$ cat src/rtl/pipe_pkg.sv
// Shared pipeline definitions: per-stage payload layouts, their widths and the NOP instruction.
package pipe_pkg;

    localparam logic [31:0] NOP_INSTR = 32'h0000_0000;

    typedef struct packed {
        logic [31:0] pc_plus4;
        logic [31:0] instr;
    } ifid_t;

    typedef struct packed {
        logic [31:0] pc_plus4;
        logic [31:0] rs1_data;
        logic [31:0] rs2_data;
        logic [31:0] imm;
        logic [4:0]  rd;
        logic [7:0]  ctrl;
    } idex_t;

    typedef struct packed {
        logic [31:0] alu_res;
        logic [31:0] store_data;
        logic [4:0]  rd;
        logic [3:0]  ctrl;
    } exmem_t;

    typedef struct packed {
        logic [31:0] result;
        logic [4:0]  rd;
        logic [1:0]  ctrl;
    } memwb_t;

    localparam int IFID_W  = $bits(ifid_t);
    localparam int IDEX_W  = $bits(idex_t);
    localparam int EXMEM_W = $bits(exmem_t);
    localparam int MEMWB_W = $bits(memwb_t);

    localparam ifid_t IFID_NOP = '{pc_plus4: 32'h0, instr: NOP_INSTR};

endpackage

$ cat src/rtl/pipe_sat_cnt.sv
// Saturating up-counter with enable and synchronous clear; holds at all-ones.
module pipe_sat_cnt #(
    parameter int CNT_W = 32
) (
    input  logic             clk,
    input  logic             rst,
    input  logic             clr_i,
    input  logic             en_i,
    output logic [CNT_W-1:0] cnt_o
);

    logic [CNT_W-1:0] cnt_q, cnt_d;

    always_comb begin
        // NOTE: assign every combinational output a default first so no path leaves it unassigned (latch).
        cnt_d = cnt_q;
        if (clr_i) begin
            cnt_d = '0;
        end else if (en_i && (cnt_q != '1)) begin
            cnt_d = cnt_q + CNT_W'(1);
        end
    end

    always_ff @(posedge clk) begin
        // NOTE: state registers use non-blocking assignments so all flops update together.
        if (rst) begin
            cnt_q <= '0;
        end else begin
            cnt_q <= cnt_d;
        end
    end

    assign cnt_o = cnt_q;

endmodule

$ cat src/rtl/pipe_stage_buf.sv
// Handshaked pipeline stage register with a 1-entry skid slot and flush-to-NOP.
// Optional stall/flush performance counters are built when PIPE_STAGE_PERF_EN is defined.
module pipe_stage_buf
    import pipe_pkg::*;
#(
    parameter int                DATA_W    = IFID_W,
    parameter logic [DATA_W-1:0] NOP_VALUE = {DATA_W{1'b0}},
    parameter int                CNT_W     = 32
) (
    input  logic              clk,
    input  logic              rst,
    input  logic              in_valid,
    input  logic [DATA_W-1:0] in_data,
    output logic              in_ready,
    output logic              out_valid,
    output logic [DATA_W-1:0] out_data,
    input  logic              out_ready,
    input  logic              flush,
    output logic [CNT_W-1:0]  stall_cnt,
    output logic [CNT_W-1:0]  flush_cnt
);

    logic              out_valid_q, out_valid_d;
    logic [DATA_W-1:0] out_data_q, out_data_d;
    logic              skid_valid_q, skid_valid_d;
    logic [DATA_W-1:0] skid_data_q, skid_data_d;
    logic              acc, dlv;

    // Ready comes straight from the skid flop, so back-pressure never forms a combinational path.
    assign in_ready = !skid_valid_q;
    assign acc      = in_valid && in_ready;
    assign dlv      = out_valid_q && out_ready;

    always_comb begin
        out_valid_d  = out_valid_q;
        out_data_d   = out_data_q;
        skid_valid_d = skid_valid_q;
        skid_data_d  = skid_data_q;
        if (flush) begin
            out_valid_d  = 1'b0;
            out_data_d   = NOP_VALUE;
            skid_valid_d = 1'b0;
        end else if (!out_valid_q || dlv) begin
            if (skid_valid_q) begin
                out_valid_d  = 1'b1;
                out_data_d   = skid_data_q;
                skid_valid_d = acc;
                if (acc) begin
                    skid_data_d = in_data;
                end
            end else if (acc) begin
                out_valid_d = 1'b1;
                out_data_d  = in_data;
            end else begin
                out_valid_d = 1'b0;
                out_data_d  = NOP_VALUE;
            end
        end else if (acc) begin
            skid_valid_d = 1'b1;
            skid_data_d  = in_data;
        end
    end

    always_ff @(posedge clk) begin
        if (rst) begin
            out_valid_q  <= 1'b0;
            out_data_q   <= NOP_VALUE;
            skid_valid_q <= 1'b0;
            // NOTE: payload flops are reset too, because out_data must read NOP_VALUE straight after reset.
            skid_data_q  <= NOP_VALUE;
        end else begin
            out_valid_q  <= out_valid_d;
            out_data_q   <= out_data_d;
            skid_valid_q <= skid_valid_d;
            skid_data_q  <= skid_data_d;
        end
    end

    assign out_valid = out_valid_q;
    assign out_data  = out_data_q;

    a_no_lone_skid: assert property (@(posedge clk) disable iff (rst) out_valid_q || !skid_valid_q);

`ifdef PIPE_STAGE_PERF_EN
    pipe_sat_cnt #(.CNT_W(CNT_W)) u_stall_cnt (
        .clk   (clk),
        .rst   (rst),
        .clr_i (1'b0),
        .en_i  (out_valid_q && !out_ready),
        .cnt_o (stall_cnt)
    );

    pipe_sat_cnt #(.CNT_W(CNT_W)) u_flush_cnt (
        .clk   (clk),
        .rst   (rst),
        .clr_i (1'b0),
        .en_i  (flush),
        .cnt_o (flush_cnt)
    );
`else
    assign stall_cnt = '0;
    assign flush_cnt = '0;
`endif

endmodule
$ cat config.mk
export PLATFORM = sky130hd
export DESIGN_NAME = pipe_stage_buf
export DESIGN_NICKNAME = d
export VERILOG_FILES = /design/src/rtl/pipe_pkg.sv /design/src/rtl/pipe_sat_cnt.sv /design/src/rtl/pipe_stage_buf.sv
export SDC_FILE = /design/constraint.sdc
export NUM_CORES = 1
export LEC_CHECK = 0
export CORE_UTILIZATION = 42
export DETAILED_ROUTE_END_ITERATION = 10
export HOLD_SLACK_MARGIN = 0.06
export PLACE_DENSITY_LB_ADDON = 0.2
export SYNTH_ARGS = -nofsm -noshare
export SYNTH_HDL_FRONTEND = slang
export SYNTH_SLANG_ARGS = --single-unit
$ cat constraint.sdc
create_clock -name clk -period 1.3 [get_ports clk]
set_clock_uncertainty 0.1 [all_clocks]
set_input_delay 0.26 -clock clk [delete_from_list [all_inputs] [get_ports clk]]
set_output_delay 0.26 -clock clk [all_outputs]
set_load 0.01 [all_outputs]
---- Word level (Yosys, flattened, before mapping) ----
Index checks and enable logic that the tools add are counted.
operators by class
  equality and inequality tests ........... 1
  bitwise logic cells ..................... 1
  muxes and demuxes ....................... 10
  reductions and logical operators ........ 8
operators by type and width
  cell                  number
  $mux W64              5
  $mux W1               5
  $logic_and A1 B1 Y1   2
  $logic_not A1 Y1      2
  $ne A2 B2 Y1 const B  1
  $reduce_and A2 Y1     1
  $reduce_bool A2 Y1    1
  $reduce_or A2 Y1      1
  $logic_or A1 B1 Y1    1
  $not A1 Y1            1
word-level totals
  input port bits ......................... 69
  output and inout bits ................... 130
  word-level logic and storage cells ...... 24
  bits in registers ....................... 130

---- Depth between registers and ports, before layout ----
Gate-level depths: netlist (run 1).
  word-level depth ........................ 5
  gate-level depth with buffers ........... 5
  mapped depth without buffers ............ 3

---- Worst setup path before layout (run 1) ----
Ideal clock, no wire load.
  path kind ............................... reg-to-reg
  start ................................... register out_valid_q (netlist: out_valid)
  end ..................................... register skid_data_q[10]
  path buffers ............................ 2
  arrival ................................. 1.171 ns
  slack ................................... -0.043 ns
  stages on the path, launching flop included .. 6
  cell sequence ........................... dfxtp_1 -> nand2b_1 -> nor3b_2 -> buf_6 -> buf_8 -> mux2i_1
on the way
  longest elaborated chain between the ends .. 4
  elaborated cells on any way between the ends .. 6
RTL lines
  what                                                     line                                        source
  start, declared                                          pipe_stage_buf.sv:23                        logic out_valid_q, out_valid_d;
  start signal, assigned                                   pipe_stage_buf.sv:72                        out_valid_q <= out_valid_d;
  $logic_not A1 Y1 or $logic_and A1 B1 Y1 (tied branches)  pipe_stage_buf.sv:43, pipe_stage_buf.sv:32
  $logic_or A1 B1 Y1 (*)                                   pipe_stage_buf.sv:43                        end else if (!out_valid_q || dlv) begin
  $ne A2 B2 Y1 (no source line)                            n/a
  $reduce_and A2 Y1 (no source line)                       n/a
  end signal, assigned                                     pipe_stage_buf.sv:75                        skid_data_q <= skid_data_d;
  end, declared                                            pipe_stage_buf.sv:26                        logic [DATA_W-1:0] skid_data_q, skid_data_d;
Every way passes the cells marked *; elsewhere a longest branch is shown, timed or not.
A chain may end at the register's enable or synchronous reset.

---- Worst setup path after layout (run 1) ----
  start ................................... register skid_valid_q
  end ..................................... register skid_data_q[1]
on the way
  longest elaborated chain between the ends .. 5
  elaborated cells on any way between the ends .. 7
RTL lines
  what                    line                  source
  start, declared         pipe_stage_buf.sv:25  logic skid_valid_q, skid_valid_d;
  start signal, assigned  pipe_stage_buf.sv:74  skid_valid_q <= skid_valid_d;
  $logic_not A1 Y1        pipe_stage_buf.sv:30  assign in_ready = !skid_valid_q;
  $logic_and A1 B1 Y1     pipe_stage_buf.sv:31  assign acc = in_valid && in_ready;
  $mux W64 (3 in a row)   n/a
Several ways; a longest one is shown, not always the timed one. The select of a mux whose other input is x is not followed.

==> results.py, run 1 <==
metrics = {
    "status": {
        "status": "finished, violations left",
        "violations": "setup timing",
    },
    "cts": {
        "cts_tree": "done",
        "htreeDepth": 4,
        "ctsHoldBuffers": 0,
        "clock-sinks": 130,
        "clk_latency_ps": 420,
        "numCtsBuffers": 17,
        "clkTransAtPathRegs_ps": 60,
        "clock_path_buffers": 2,
        "clock-root-buffer": "clkbuf_16",
    },
    "timing": {
        "period_share_pct": 114,
        "drv_slew": 0,
        "setup_ws_ps": -186,
        "final-hold-violation-count": 0,
        "rsz0062_at_grt": "yes",
        "fmax_mhz": 673,
        "period_needed_ps": 1490,
        "setup_viol": 118,
    },
    "route": {
        "via_count": 4998,
        "vias_per_cell": 5.10,
        "ant_nets": 0,
        "firstDrtPassIters": 4,
        "wire_per_inst_um": 16.6,
        "routed_wl_mm": 16.2,
        "drt-initial-drc-count": 256,
        "route.detailed.drc": 0,
    },
    "die": {
        "die_x_um": 122,
        "num_rows": 43,
        "die_h_um": 122,
        "initial_utilization_pct": 43.4,
        "dieArea_mm2": 0.0149,
        "core_area_mm2": 0.0139,
        "ioPinCount": 199,
    },
    "grt": {
        "grt_max_degree": 49,
        "gr-usage-all-layers_pct": 20.4,
        "antenna_found_initial": 0,
        "grt_pass1_wl_mm": 23.4,
        "grt_pass1_vias": 4636,
        "grt_overflow_total": 0,
    },
    "layout": {
        "final_cell_mix": "nand2b_1 (128), dfxtp_1 (112), clkdlybuf4s50_1 (66), buf_2 (66), nor2_1 (65)",
        "fillers": 1166,
        "areaGrowthSynthToFinish_pct": 40.3,
        "drive_gt1_share_pct": 26.9,
        "nNetsFinal": 857,
        "final_common_cell": "nand2b_1",
        "antenna_cells": 0,
        "final_cells": 980,
    },
    "placement": {
        "dp.cells": 933,
        "io_buffers": 134,
        "gp_congestion": 0.755,
        "dp_hpwl_mm": 9.74,
    },
    "synth": {
        "syn_avg_cell_area_um2": 9.38,
        "yosysUniqueCellTypes": 17,
        "ys_seq_elements": 130,
        "yosys_warnings": 0,
        "netlist_instances": 644,
        "yosysSeqAreaShare_pct": 43.1,
        "synth_area_mm2": 0.00604,
    },
    "hold_path": {
        "worstHoldPathType": "in -> reg",
        "hp-start": "in_valid",
    },
    "critical_path": {
        "critical_path_arrival_ps": 1720,
        "cp-start-kind": "flop",
        "path_class": "reg -> reg",
        "critPathCaptureType": "flop",
        "crit_path_start": "skid_valid_q",
        "reg2reg_from": "skid_valid_q",
        "cp_data_required_time_ps": 1540,
        "cp_max_fo": 14,
    },
    "power_and_ir_drop": {
        "powerDensity_mw_per_mm2": 1230,
        "total_power_mw": 10.4,
        "leakage_nw": 3.45,
        "ir_drop_mv": 0.815,
    },
    "run": {
        "maxCapViolations": 0,
    },
}
==> synth_stat cells, drive strengths merged <==
| library cell | n | area (µm²) |
|---|---|---|
| a21oi | 1 | 5.00 |
| buf | 100 | 742 |
| nor3b | 1 | 12.5 |
| or2 | 1 | 6.26 |
| nor3 | 65 | 325 |
| mux2i | 64 | 641 |
| nor2 | 65 | 244 |
| nand2b | 129 | 807 |
| nor2b | 2 | 12.5 |
| clkbuf | 20 | 75.1 |
| dfxtp | 130 | 2600 |
| conb | 1 | 3.75 |
| a221oi | 64 | 561 |
| inv | 1 | 3.75 |
==> critical path: stages (launching register included) <==
cell and delay, ps:
dfxtp_4 370, nor2b_4 130, nor3b_4 220, buf_12 180
buf_12 160, mux2i_1 230
==> layout make-up <==
class                      instances  area, µm²  share of cell area (%)
multi-input combinational        456       3230                    38.1
inverter                           1       3.75                  0.0443
tap                              180        225                    2.66
timing repair buffer             182       1760                    20.8
clock buffer                      19        453                    5.34
clock inverter                    12        181                    2.14
sequential                       130       2630                    31.0
==> power by group <==
group / switching [mW] / internal (mW) / total (mW)
clock: 1.82 / 3.31 / 5.12
sequential: 0.0475 / 4.07 / 4.12
combinational: 0.581 / 0.587 / 1.17
total: 2.45 / 7.97 / 10.4
==> kinds of logic after synthesis <==
| group | share of synthesized area (%) |
|---|---|
| DFF | 43.1 |
| and+or+nand+nor | 23.3 |
| other | 0.0621 |
| buffers and inverters | 13.6 |
| muxes | 10.6 |
| AOI/OAI and AO/OA | 9.36 |
==> sequential cells by signal (all words and copies together) (netlist names) <==
name,flops
out_valid,1
out_data,64
skid_valid_q,1
skid_data_q,64
==> per-stage QoR <==
step                      utilization [%]  instance area (µm²)  setup slack (ps)  setup TNS, ps  hold WS [ps]
after detailed placement             53.7                 7480              -588         -64650           360
after global routing                 60.8                 8480              -237         -18770           104
after floorplan                         -                 6280             0.465              0           315
after global placement               53.7                 7480              -544         -62040           357
after CTS                            57.6                 8020              -166         -11900           245
final                                60.8                 8480              -186         -11120          88.2
==> metal layers <==
layer	vias to the layer above	part of all wire (%)	global-route usage [%]	wire [µm]
met1	2409	46	26.6	7410
met4	0	2.0	7.48	322
met3	27	5.7	5.15	927
li1	2404	-	-	-
met5	-	0	0	0
met2	158	47	32.2	7580
==> path summary, 6_finish.rpt <==
check | endpoint | slack (ps) | cells after the start
worst max-delay path | skid_data_q[1] | -190 | 5
worst min register to register | skid_data_q[4] | 380 | 2
worst max register to register | skid_data_q[1] | -190 | 5
worst min-delay path | skid_valid_q | 90 | 3
==> timing repair <==
| item | in CTS | in global routing |
|---|---|---|
| setup endpoints to repair | 178 | 131 |
| pin swaps | 4 | 4 |
| gates cloned | 1 | 9 |
| resized for setup | 309 | 34 |
| buffers inserted | 1 | 5 |
Power figures use the tool's default switching activity.
==> inputs of run 2 (changes only) <==
--- a/config.mk
+++ b/config.mk
@@ -5,7 +5,9 @@
 export SDC_FILE = /design/constraint.sdc
 export NUM_CORES = 1
 export LEC_CHECK = 0
-export CORE_UTILIZATION = 42
+export CELL_PAD_IN_SITES_DETAIL_PLACEMENT = 0
+export CELL_PAD_IN_SITES_GLOBAL_PLACEMENT = 1
+export CORE_UTILIZATION = 31
 export DETAILED_ROUTE_END_ITERATION = 10
 export HOLD_SLACK_MARGIN = 0.06
 export PLACE_DENSITY_LB_ADDON = 0.2
==> run 2 against run 1 <==
  * The run still ends with setup timing left
  * Count of clock-buffer cells in the layout grew 3
  * Combinational power grew 20%
  * Critical path depth grew 1
  * Clock power grew 4.9%
  * Sequential share of layout area shrank 3.2 points
  * Die area grew 35%
  * Design area grew 12%
  * Register-to-register slack lost 50 ps
  * Via count grew 2.6%
  * Non-clock buffer count grew 16
  * Sequential power is essentially flat
  * Core utilization shrank 11 points
==> results.py, run 2 (same netlist as run 1, synthesis figures left out) <==
metrics = {
    "status": {
        "status": "finished, violations left",
        "violations": "setup timing",
    },
    "die": {
        "initial_utilization_pct": 32.0,
        "ioPinCount": 199,
        "die_h_um": 142,
        "dieArea_mm2": 0.0200,
        "num_rows": 50,
        "core_area_mm2": 0.0189,
        "die_x_um": 142,
    },
    "cts": {
        "cts_tree": "done",
        "clock-sinks": 130,
        "ctsHoldBuffers": 0,
        "htreeDepth": 4,
        "clkTransAtPathRegs_ps": 60,
        "clock-root-buffer": "clkbuf_16",
        "numCtsBuffers": 17,
        "clock_path_buffers": 2,
        "clk_latency_ps": 420,
    },
    "timing": {
        "period_needed_ps": 1550,
        "setup_viol": 128,
        "rsz0062_at_grt": "yes",
        "period_share_pct": 119,
        "final-hold-violation-count": 0,
        "setup_tns_ps": -17890,
        "fmax_mhz": 645,
        "setup_ws_ps": -250,
        "drv_slew": 0,
        "whs_ps": 235,
    },
    "route": {
        "via_count": 5126,
        "top_layer_used": "met4",
        "vias_per_cell": 4.76,
        "dr_wl_met2_mm": 9.39,
        "wire_per_inst_um": 19.0,
        "route.detailed.drc": 0,
        "firstDrtPassIters": 4,
        "dr_wl_met3_um": 928,
        "drt-initial-drc-count": 218,
        "drt-met1-wl_mm": 9.88,
        "ant_nets": 0,
        "routed_wl_mm": 20.5,
    },
    "placement": {
        "dp.cells": 1002,
        "gp_congestion": 0.756,
        "dp_slack_ps": -678,
        "io_buffers": 134,
        "dp_hpwl_mm": 10.3,
    },
    "layout": {
        "final_util_pct": 50.2,
        "final_cells": 1077,
        "drive_gt1_share_pct": 32.1,
        "antenna_cells": 0,
        "areaGrowthSynthToFinish_pct": 57.1,
        "nNetsFinal": 873,
        "final_cell_mix": "nand2b_1 (128), dfxtp_1 (109), clkdlybuf4s50_1 (66)",
        "final_common_cell": "nand2b_1",
    },
    "power_and_ir_drop": {
        "power.internal_mw": 8.39,
        "ir_drop_mv": 0.876,
        "pwr-share-clk_pct": 49.3,
        "power_switching_mw": 2.50,
        "pwr-share-comb_pct": 12.9,
        "switching_share_pct": 23.0,
        "powerDensity_mw_per_mm2": 1150,
        "p_seq_share_pct": 37.9,
        "leakage_nw": 3.80,
    },
    "grt": {
        "grt_max_degree": 43,
        "grt_pass1_vias": 5031,
        "grt_pass1_wl_mm": 28.0,
        "grt_overflow_total": 0,
        "antenna_found_initial": 0,
        "gr-usage-all-layers_pct": 18.5,
    },
    "critical_path": {
        "critical_path_arrival_ps": 1780,
        "cp_data_required_time_ps": 1530,
        "critPathCaptureType": "flop",
        "path_class": "in -> reg",
        "cp-start-kind": "input port",
        "cp_max_fo": 8,
    },
    "run": {
        "maxCapViolations": 0,
    },
    "hold_path": {
        "worstHoldPathType": "in -> reg",
    },
}
[run 2: cell count changes in the layout (fill, tap and decap cells not counted), moves of 5 or more]
cell	delta
a221oi_2	+5
a221oi_4	+14
a221oi_1	-19
buf_16	+9
nor3_1	-7
buf_4	-6
nor3_2	+7
clkbuf_16	+9
[run 2: final cells by class]
type / instances / area [µm²]
well taps: 260 / 325
fillers: 1741 / 9400
clock inverters: 10 / 178
repair buffers: 198 / 2310
inverters: 1 / 3.75
clock buffers: 22 / 484
multi-input cells: 456 / 3550
flip-flops and latches: 130 / 2630
[run 2: through the flow]
stage	area [µm²]	power [mW]
global route	9490	11.3
finish	9490	10.9
CTS	8510	10.8
detailed placement	7460	5.28
floorplan	6280	4.88
global placement	7460	5.27
[run 2: power by group through the flow]
stage	clock network (mW)	registers [mW]	logic (mW)
final	5.37	4.13	1.40
after global routing	5.64	4.14	1.49
after global placement	0	4.21	1.07
after detailed placement	0	4.21	1.08
after floorplan	0	4.23	0.648
after CTS	5.47	4.12	1.19
[run 2: final timing paths]
kind	depth (start not counted)	slack, ps	startpoint	endpoint
setup / recovery	6	-250	in_valid	skid_data_q[9]
hold / removal	4	240	rst	out_valid
setup reg to reg	5	-240	skid_valid_q	skid_data_q[9]
hold reg to reg	2	380	skid_data_q[44]	skid_data_q[44]
[run 2: critical path, stage by stage]
cell	delay (ps)
clkdlybuf4s50_1	490
nor2b_4	170
nor3b_4	230
buf_12	210
clkbuf_16	190
mux2i_1	230
[run 2: routing by layer]
layer / GRT usage (%) / vias up
li1: - / 2447
met1: 24.9 / 2494
met4: 6.34 / 0
met5: 0 / -
met3: 3.48 / 19
met2: 29.7 / 166
[run 2: what timing repair did]
item | 4_1_cts | 5_1_grt
buffers inserted | 6 | 10
cloned | 9 | 18
resized for setup | 345 | 78
pin swaps | 6 | 58
setup endpoints to repair | 194 | 133
==> inputs of run 3 (changes only) <==
--- a/config.mk
+++ b/config.mk
@@ -7,7 +7,8 @@
 export LEC_CHECK = 0
 export CELL_PAD_IN_SITES_DETAIL_PLACEMENT = 0
 export CELL_PAD_IN_SITES_GLOBAL_PLACEMENT = 1
-export CORE_UTILIZATION = 31
+export CORE_UTILIZATION = 34
+export CTS_CLUSTER_DIAMETER = 50
 export DETAILED_ROUTE_END_ITERATION = 10
 export HOLD_SLACK_MARGIN = 0.06
 export PLACE_DENSITY_LB_ADDON = 0.2
==> constraint.sdc (replaced) <==
create_clock -name clk -period 1.7 [get_ports clk]
set_clock_uncertainty 0.1 [all_clocks]
set_input_delay 0.34 -clock clk [delete_from_list [all_inputs] [get_ports clk]]
set_output_delay 0.34 -clock clk [all_outputs]
set_load 0.01 [all_outputs]
==> run 3 against run 2 <==
  * The run now ends clean
  * Sequential cell count unchanged
  * Global-route usage down 1.5 points
  * Die area down 8.7%
  * Combinational power down 46%
  * Non-clock buffer count down 46
  * Total power down 32%
  * Via count down 6.8%
  * Cell count down 7.5%
  * Wire length down 26%
  * Clock power down 35%
  * Count of clock-buffer cells in the layout up 6
  * Sequential power down 24%
  * Critical path type is now reg -> out
  * Largest cell class unchanged
==> results.py, run 3 (same netlist as run 1, synthesis figures left out) <==
metrics = {
    "status": {
        "status": "completed",
    },
    "power_and_ir_drop": {
        "p_seq_share_pct": 42.4,
        "total_power_mw": 7.43,
        "power_switching_mw": 1.70,
        "switching_share_pct": 22.8,
        "power.internal_mw": 5.73,
        "pwr-share-comb_pct": 10.3,
        "ir_drop_mv": 0.655,
        "pwr-share-clk_pct": 47.3,
        "leakage_nw": 3.21,
        "powerDensity_mw_per_mm2": 944,
    },
    "critical_path": {
        "critical_path_arrival_ps": 1150,
        "crit_chain": "inv_1, dlygate4sd2_1",
        "worst-r2r-cell-count": 5,
        "slowest_delay_ps": 380,
        "crit_slowest_cell": "dfxtp_2",
        "reg2reg_from": "skid_valid_q",
        "critPathCaptureType": "output pin",
        "cp-start-kind": "flop",
        "path_class": "reg -> out",
        "rrSetupSlack_ps": 240,
        "cp_max_fo": 4,
        "r2r-end": "skid_data_q[24]",
        "crit_path_start": "skid_valid_q",
        "cp_data_required_time_ps": 1260,
    },
    "grt": {
        "grt_overflow_total": 0,
        "grt_pass1_vias": 4728,
        "grt_max_degree": 129,
        "grt_pass1_wl_mm": 24.4,
        "gr-usage-all-layers_pct": 17.0,
        "antenna_found_initial": 0,
    },
    "placement": {
        "gp_congestion": 0.759,
        "dp.cells": 964,
        "io_buffers": 134,
        "dp_hpwl_mm": 9.94,
    },
    "cts": {
        "clock-sinks": 130,
        "ctsHoldBuffers": 0,
        "numCtsBuffers": 17,
        "clock_path_buffers": 2,
        "cts_tree": "done",
        "htreeDepth": 4,
        "clkTransAtPathRegs_ps": 60,
        "clock-root-buffer": "clkbuf_16",
        "clk_latency_ps": 410,
    },
    "layout": {
        "antenna_cells": 0,
        "final_common_cell": "dfxtp_1",
        "final_cells": 996,
        "areaGrowthSynthToFinish_pct": 30.2,
        "nNetsFinal": 827,
        "multiInputGateArea_mm2": 0.00288,
        "final_cell_mix": "dfxtp_1 (129), nand2b_1 (128), clkdlybuf4s50_1 (67)",
        "seq_area_mm2": 0.00260,
        "fillers": 1723,
        "drive_gt1_share_pct": 6.74,
    },
    "route": {
        "ant_nets": 0,
        "drt-initial-drc-count": 266,
        "via_count": 4777,
        "firstDrtPassIters": 4,
        "top_layer_used": "met4",
        "route.detailed.drc": 0,
        "vias_per_cell": 4.80,
        "wire_per_inst_um": 15.1,
        "dr_wl_met2_mm": 6.67,
        "routed_wl_mm": 15.1,
        "dr_wl_met3_um": 774,
        "drt-met1-wl_mm": 7.44,
    },
    "timing": {
        "fmax_mhz": 628,
        "final-hold-violation-count": 0,
        "period_needed_ps": 1590,
        "drv_slew": 0,
        "setup_tns_ps": 0,
        "period_share_pct": 93.7,
        "rsz0062_at_grt": "no",
        "setup_viol": 0,
    },
    "die": {
        "core_area_mm2": 0.0173,
        "initial_utilization_pct": 34.9,
        "dieArea_mm2": 0.0183,
        "ioPinCount": 199,
        "die_h_um": 135,
        "die_x_um": 135,
        "num_rows": 48,
    },
    "hold_path": {
        "whs_path_depth": 2,
        "hold_path_end": "skid_data_q[54]",
        "worstHoldPathType": "reg -> reg",
        "hp-start": "skid_data_q[54]",
    },
    "run": {
        "maxCapViolations": 0,
    },
}
## run 3: cell count changes in the layout (fill, tap and decap cells not counted), sizes merged
cell           delta
clkdlybuf4s50     +1
clkinv            -1
buf              -95
bufinv            -4
dlygate4sd2      +66
bufbuf            -1
clkinvlp          -1
dlymetal6s2s      -1
clkbuf           -10
## run 3: timing repair
action                     in CTS  in global routing
resized for setup              66                  0
setup endpoints to repair      66                  0
setup buffers                   0                  0
## run 3: worst max-delay path by stage
stage                                  to  slack, ps  cells past startpoint
after CTS                        in_ready         80                      2
after global placement     skid_data_q[8]       -260                      6
after detailed placement  skid_data_q[32]       -300                      6
after global routing             in_ready         60                      2
after floorplan           skid_data_q[10]        330                      5
final                            in_ready        110                      2
## run 3: area by class of cell
cell class / instances / share of cell area (%)
multi-input combinational: 456 / 36.6
sequential: 130 / 33.1
timing repair buffer: 152 / 19.4
clock buffer: 28 / 6.70
tap: 225 / 3.58
clock inverter: 4 / 0.573
inverter: 1 / 0.0477
## run 3: per-stage QoR
stage                     util (%)  instance area (µm²)  setup slack (ps)  hold WS, ps
after floorplan                  -                 6280               331          348
after global placement        42.6                 7380              -256          358
after detailed placement      42.6                 7380              -298          363
after CTS                     45.5                 7870              81.2          376
after global routing          45.5                 7870              57.1          390
final                         45.5                 7870               108          371
## run 3: metal layers
| metal | vias up | GRT usage [%] |
|---|---|---|
| met5 | - | 0 |
| met4 | 0 | 5.93 |
| met3 | 14 | 4.53 |
| met2 | 147 | 25.6 |
| met1 | 2292 | 23.4 |
| li1 | 2324 | - |
## run 3: worst max-delay path, delay by kind of cell (launching register included)
family	cells	cell delay, ps
buf+inv	2	360
flops	1	380
## run 3: power groups by stage
| stage | sequential (mW) | combinational [mW] | clock [mW] |
|---|---|---|---|
| after floorplan | 3.24 | 0.496 | 0 |
| after global placement | 3.22 | 0.795 | 0 |
| after detailed placement | 3.22 | 0.800 | 0 |
| after CTS | 3.15 | 0.768 | 3.60 |
| after global routing | 3.16 | 0.830 | 3.73 |
| final | 3.15 | 0.763 | 3.51 |
